<file path="src/rtl/mem_arbiter.sv">
`default_nettype none
// ============================================================================
//  Module   : mem_arbiter
//  Brief    : Shares one single-port synchronous RAM between instruction fetch
//             and load/store, data-priority with bounded fetch starvation.
//  Revision : 1.0 - initial release
// ============================================================================
module mem_arbiter #(
    parameter int ADDR_W         = 32,
    parameter int DATA_W         = 32,
    parameter int MAX_DATA_BURST = 4
) (
    input  logic              clk,
    input  logic              rst,

    input  logic              if_req,
    input  logic [ADDR_W-1:0] if_addr,
    output logic              if_ack,
    output logic [DATA_W-1:0] if_rdata,

    input  logic              d_req,
    input  logic              d_we,
    input  logic [ADDR_W-1:0] d_addr,
    input  logic [DATA_W-1:0] d_wdata,
    input  logic [3:0]        d_wstrb,
    output logic              d_ack,
    output logic [DATA_W-1:0] d_rdata,

    output logic              mem_en,
    output logic [3:0]        mem_we,
    output logic [ADDR_W-3:0] mem_addr,
    output logic [DATA_W-1:0] mem_wdata,
    input  logic [DATA_W-1:0] mem_rdata,

    output logic              busy
);

    localparam int                    c_STREAK_W   = $clog2(MAX_DATA_BURST) + 1;
    localparam logic [c_STREAK_W-1:0] c_STREAK_MAX = c_STREAK_W'(MAX_DATA_BURST);
    localparam logic                  c_OWNER_IF   = 1'b0;
    localparam logic                  c_OWNER_D    = 1'b1;

    typedef enum logic [0:0] {
        S_IDLE = 1'b0,
        S_RESP = 1'b1
    } state_t;

    state_t                r_state;
    logic                  r_owner;
    logic                  r_store;
    logic                  r_if_ack;
    logic                  r_d_ack;
    logic [c_STREAK_W-1:0] r_streak;

    logic w_idle;
    logic w_grant_d;
    logic w_grant_if;
    logic w_grant;
    logic w_store;
    logic w_unused;

    // Byte offsets never reach the RAM; alignment belongs to the core.
    assign w_unused = ^{if_addr[1:0], d_addr[1:0]};

    // Reset masks the grant so a store presented during reset never writes.
    assign w_idle     = (r_state == S_IDLE) && !rst;
    assign w_grant_d  = w_idle && d_req && (!if_req || (r_streak != c_STREAK_MAX));
    assign w_grant_if = w_idle && if_req && !w_grant_d;
    assign w_grant    = w_grant_d || w_grant_if;
    assign w_store    = w_grant_d && d_we;

    // RAM request side: driven straight from the winner, no mem_rdata in the cone.
    assign mem_en    = w_grant;
    assign mem_addr  = w_grant_d  ? d_addr[ADDR_W-1:2]  :
                       w_grant_if ? if_addr[ADDR_W-1:2] : '0;
    assign mem_we    = w_store ? d_wstrb : 4'b0000;
    assign mem_wdata = w_store ? d_wdata : '0;

    // Response side: acks come from registered owner flags, squashed by reset.
    assign if_ack   = r_if_ack && !rst;
    assign d_ack    = r_d_ack && !rst;
    assign busy     = (r_state == S_RESP) && !rst;
    assign if_rdata = if_ack ? mem_rdata : '0;
    assign d_rdata  = (d_ack && !r_store) ? mem_rdata : '0;

    always_ff @(posedge clk) begin
        if (rst) begin
            r_state  <= S_IDLE;
            r_owner  <= c_OWNER_IF;
            r_store  <= 1'b0;
            r_if_ack <= 1'b0;
            r_d_ack  <= 1'b0;
            r_streak <= '0;
        end else begin
            case (r_state)
                S_IDLE: begin
                    if (w_grant) begin
                        r_state  <= S_RESP;
                        r_owner  <= w_grant_d ? c_OWNER_D : c_OWNER_IF;
                        r_store  <= w_store;
                        r_if_ack <= w_grant_if;
                        r_d_ack  <= w_grant_d;
                        // Only data wins over a waiting fetch count toward the burst limit.
                        if (w_grant_d && if_req) begin
                            if (r_streak != c_STREAK_MAX) begin
                                r_streak <= r_streak + c_STREAK_W'(1);
                            end
                        end else begin
                            r_streak <= '0;
                        end
                    end
                end
                S_RESP: begin
                    r_state  <= S_IDLE;
                    r_store  <= 1'b0;
                    r_if_ack <= 1'b0;
                    r_d_ack  <= 1'b0;
                end
                default: begin
                    r_state <= S_IDLE;
                end
            endcase
        end
    end

endmodule
`default_nettype wire

</file>
<file path="config.mk">
export PLATFORM = sky130hd
export DESIGN_NAME = mem_arbiter
export DESIGN_NICKNAME = d
export VERILOG_FILES = /design/src/rtl/mem_arbiter.sv
export SDC_FILE = /design/constraint.sdc
export NUM_CORES = 1
export LEC_CHECK = 0
export CORE_AREA = 2 2 104 106
export DETAILED_ROUTE_END_ITERATION = 10
export DIE_AREA = 0 0 106 108
export GPL_TIMING_DRIVEN = 0
export HOLD_SLACK_MARGIN = 0.02
export PLACE_DENSITY_LB_ADDON = 0.12
export SLEW_MARGIN = 20
export SYNTH_ARGS = -nofsm -noshare
export SYNTH_HDL_FRONTEND = slang
export SYNTH_SLANG_ARGS = --single-unit
</file>
<file path="constraint.sdc">
create_clock -name clk -period 5.4 [get_ports clk]
set_clock_uncertainty 0.1 [all_clocks]
set_input_delay 1.62 -clock clk [delete_from_list [all_inputs] [get_ports clk]]
set_output_delay 1.62 -clock clk [all_outputs]
set_load 0.05 [all_outputs]
</file>
# --- Word level (Yosys, flattened, before mapping) ---
# Cells that the tools add are included.
# Widths: inputs -> output; s select.
word_totals:
  reg_bits: 7
  input_bits: 137
  wordCells: 44
op_classes:
  add_sub_neg: 1
  eq_ne: 3
  n_mux: 16
  n_bitwise: 1
  reduce_logical: 18
op_table:
  columns: ["op", "count"]
  rows:
  - ["$mux 32", 3]
  - ["$mux 30", 2]
  - ["$logic_and 1x1->1", 11]
  - ["$pmux 1 s2", 4]
  - ["$mux 3", 2]
  - ["$logic_not 1->1", 4]
  - ["$mux 1", 4]
  - ["$mux 4", 1]
  - ["$add 3x1->3 const B", 1]
  - ["$ne 3x3->1 const B", 1]
  - ["$reduce_and 3->1", 1]
  - ["$logic_or 1x1->1", 2]
  - ["$ne 2x1->1 const B", 1]
  - ["$ne 2x2->1 const B", 1]
  - ["$not 1->1", 1]

# --- Longest topological paths before layout ---
logic_depth:
  ltp_word: 9
  depth_mapped: 7
  ltp_nobuf: 5

# --- Worst setup path before layout ---
# Ideal clock, no wire load.
synth_timing:
  path_kind: "input-to-output"
  start: "in rst"
  end: "out d_rdata[0]"
  arrival_ns: 3.347
  setup_slack_ns: 0.333
  path_stages: 4
  n_path_buf: 1
  path_cell_list: "nor2b_1 -> nor2b_1 -> clkbuf_1 -> and2_1"
synth_via:
  elab_chain_cells: 4
synth_lines:
  columns: ["item", "line_no", "source"]
  rows:
  - ["start, declared", "14", "input logic rst,"]
  - ["$logic_not 1->1", "81", "assign d_ack = r_d_ack && !rst;"]
  - ["$logic_and 1x1->1", "81", null]
  - ["$logic_and 1x1->1", "84", "assign d_rdata = (d_ack && !r_store) ? mem_rdata : '0;"]
  - ["$mux 32", "84", null]
  - ["end, declared", "27", "output logic [DATA_W-1:0] d_rdata,"]
# Every way passes these cells.

# --- Final worst setup path ---
layout_timing:
  start: "in if_req"
  end: "out mem_addr[14]"
layout_via:
  elab_chain_cells: 7
  word_cells_on_any_way: 8
layout_lines:
  columns: ["item", "line_no", "source"]
  rows:
  - ["start, declared", "16", "input logic if_req,"]
  - ["$logic_not 1->1", "67", "assign w_grant_d = w_idle && d_req && (!if_req || (r_streak != c_STREAK_MAX));"]
  - ["$logic_or 1x1->1", "67", null]
  - ["$logic_and 1x1->1", "67", null]
  - ["$logic_not 1->1", "68", "assign w_grant_if = w_idle && if_req && !w_grant_d;"]
  - ["$logic_and 1x1->1", "68", null]
  - ["$mux 30", "75", "w_grant_if ? if_addr[ADDR_W-1:2] : '0;"]
  - ["$mux 30 (*)", "74", "assign mem_addr = w_grant_d ? d_addr[ADDR_W-1:2] :"]
  - ["end, declared", "31", "output logic [ADDR_W-3:0] mem_addr,"]
# Mark *: on every way between the ends. The rest lies on a longest branch, timed or not.

==> results_dict.tcl <==
set metrics [dict create \
    status "finished, final reports clean" \
    cts-buffers-inserted 3 \
    relSlewSlack_pct 64.0 \
    finalHoldViolCount 0 \
    nNetsFinal 598 \
    yosysWarnings 0 \
    drv_slew 0 \
    clkSlewWorstSetupHoldPaths_ns 0.04 \
    crit_required_ns 3.68 \
    gp_congestion 0.733 \
    drive_gt1_share_pct 17.7 \
    rsz0062_at_grt "true" \
    max-vdd-ir-drop_uv 47.4 \
    hold_path_class "register to register" \
    max_freq_ghz 0.189 \
    drc 0 \
    synthCells 188 \
    syn_nets 327 \
    n_fill_cell 1037 \
    synthesis.area_per_instance_um2 6.99 \
    crit_type "primary input to output port" \
    htree_levels 1 \
    power_density_nw_per_um2 110 \
    vias 2426 \
    total_power_uw 468 \
    dp_hpwl_mm 7.22 \
    grt_overflow 0 \
    clk_latency_ns 0.22 \
    post_cts_buffers 0 \
    clock_sinks 7 \
    tightest_slew_ns 0.540 \
    leakagePower_uw 0.00236 \
    cts_hold_buf 0 \
    areaGrowthSynthToFinish_pct 223 \
    critPathArrivalTime_ns 3.58 \
    die_area_um2 11400 \
    dp_slack_ns -0.607 \
    die_h_um 108 \
    dr.pass1.iters 4 \
    startpoint_type "primary input" \
    detail-route-antenna-nets 0 \
    core.rowCount 37 \
    portBuffers 266 \
    antenna_found_initial 0 \
    die_w_um 106 \
    start_util_pct 12.9 \
    clock_path_buffers 2 \
    drt_wl_total_mm 8.28 \
    finalSetupViolCount 0 \
    ys_seq_elements 7 \
    pin_count 271 \
    critPathCaptureType "output port" \
    grt_pass1_vias 2374 \
    crit_fanout 10 \
    ys_types 22 \
    period_share_pct 98.1 \
    grt_pass1_wl_mm 11.9 \
    cts_tree "yes" \
    setup_slack_ns 0.100 \
    drt-initial-drc-count 82 \
    core_area_um2 10200 \
    finalCriticalPeriod_ns 5.30 \
    cts-root-buf "clkbuf_8" \
    seq_area_frac_synth_pct 10.7 \
    post_drt_wl_per_cell_um 13.9 \
    grt_max_degree 11 \
    syn_area_um2 1320 \
    grt_usage_pct 12.7 \
    avgViaCountPerCell 4.08 \
    cts_resized 216 \
    drv_cap 0 \
    num_antenna_cells 0 \
]
[routing by layer]
layer / vias to the layer above / share of wire, % / global-route usage (%)
li1: 1208 / - / -
met1: 1068 / 33 / 11.6
met2: 146 / 55 / 26.6
met3: 4 / 12 / 4.82
met4: 0 / 0.50 / 2.26
met5: - / 0 / 0
[path summary, 6_finish.rpt]
check | start | slack [ns] | cells after the start | to
min reg2reg | r_streak[2] | 0.39 | 2 | r_streak[2]
min | r_streak[2] | 0.39 | 2 | r_streak[2]
max reg2reg | r_streak[0] | 3.68 | 6 | r_store
max | if_req | 0.10 | 6 | mem_addr[14]
[flip-flops by register name (all words and copies together), names as in the netlist]
| signal | cells |
|---|---|
| r_d_ack | 1 |
| r_if_ack | 1 |
| r_state | 1 |
| r_store | 1 |
| r_streak | 3 |
[synth_stat cells]
| library cell | count | area share, % |
|---|---|---|
| nor4bb_1 | 1 | 0.76 |
| a2111oi_2 | 1 | 1.1 |
| buf_2 | 4 | 1.5 |
| nor2b_1 | 5 | 2.4 |
| o21bai_1 | 1 | 0.57 |
| clkbuf_1 | 14 | 4.0 |
| buf_6 | 1 | 0.86 |
| o211a_2 | 1 | 0.76 |
| nor3b_1 | 1 | 0.57 |
| a32o_1 | 1 | 0.76 |
| a22o_1 | 30 | 20 |
| and2_1 | 64 | 30 |
| nand3_1 | 2 | 0.76 |
| nor3_1 | 2 | 0.76 |
| ha_1 | 2 | 1.9 |
| a21o_1 | 1 | 0.57 |
| nand2_1 | 1 | 0.29 |
| and3_1 | 36 | 17 |
| inv_1 | 4 | 1.1 |
| o21ai_0 | 5 | 1.9 |
| nor2_1 | 4 | 1.1 |
| dfxtp_1 | 7 | 11 |
[critical path, cell delays in order]
cell and delay [ns]:
clkdlybuf4s50_1 0.54, inv_1 0.09, a2111oi_2 0.48, buf_2 0.30
a22o_1 0.16, clkdlybuf4s15_2 0.37
[cell families (layout without fill, tap and decap cells)]
| family | Yosys count | in the layout | share of synthesized area, % |
|---|---|---|---|
| simple gates | 116 | 116 | 54.2 |
| compound gates | 40 | 40 | 25.7 |
| buf+inv | 23 | 293 | 7.52 |
| flops | 7 | 7 | 10.7 |
| fa+ha+maj | 2 | 2 | 1.90 |
[stage by stage]
step	std cells	TNS, ns	cell area, um2	utilization (%)	hold slack, ns
3_5_place_dp	590	-57.64	4150	40.5	0.389
5_1_grt	594	-0.156	4240	41.5	0.448
6_report	594	0	4240	41.5	0.393
2_1_floorplan	188	0	1320	-	0.364
3_3_place_gp	590	-52.50	4150	40.5	0.384
4_1_cts	594	0	4220	41.2	0.397
[layout by cell type (no fill, tap or decap), types with 2 or more instances in the layout]
cell / netlist / final
inv_1: 4 / 4
and3_1: 36 / 36
clkdlybuf4s50_1: 0 / 139
nand3_1: 2 / 2
and2_1: 64 / 64
clkbuf_8: 0 / 3
a22o_1: 30 / 30
dlygate4sd2_1: 0 / 22
clkbuf_2: 0 / 15
clkbuf_1: 14 / 14
dlymetal6s2s_1: 0 / 29
nor3_1: 2 / 2
clkdlybuf4s15_1: 0 / 9
buf_2: 4 / 4
o21ai_0: 5 / 5
nor2b_2: 0 / 2
nor2_1: 4 / 3
ha_1: 2 / 2
dfxtp_1: 7 / 7
clkdlybuf4s15_2: 0 / 52
nor2b_1: 5 / 3
[area by class of cell]
| class | count | area [um2] | area share, % |
|---|---|---|---|
| clock buffer | 4 | 45.0 | 1.06 |
| buffer | 19 | 85.1 | 2.01 |
| sequential | 7 | 140 | 3.30 |
| timing repair buffer | 266 | 2700 | 63.7 |
| inverter | 4 | 15.0 | 0.354 |
| multi-input combinational | 158 | 1080 | 25.5 |
| tap | 136 | 170 | 4.01 |
[where the power goes]
| part | switching, uW | internal [uW] | total (uW) |
|---|---|---|---|
| clock network | 20.9 | 50.9 | 71.9 |
| logic | 185 | 154 | 339 |
| registers | 2.22 | 54.6 | 56.8 |
| total | 209 | 259 | 468 |
No activity file was read; power rests on OpenSTA's default activity.
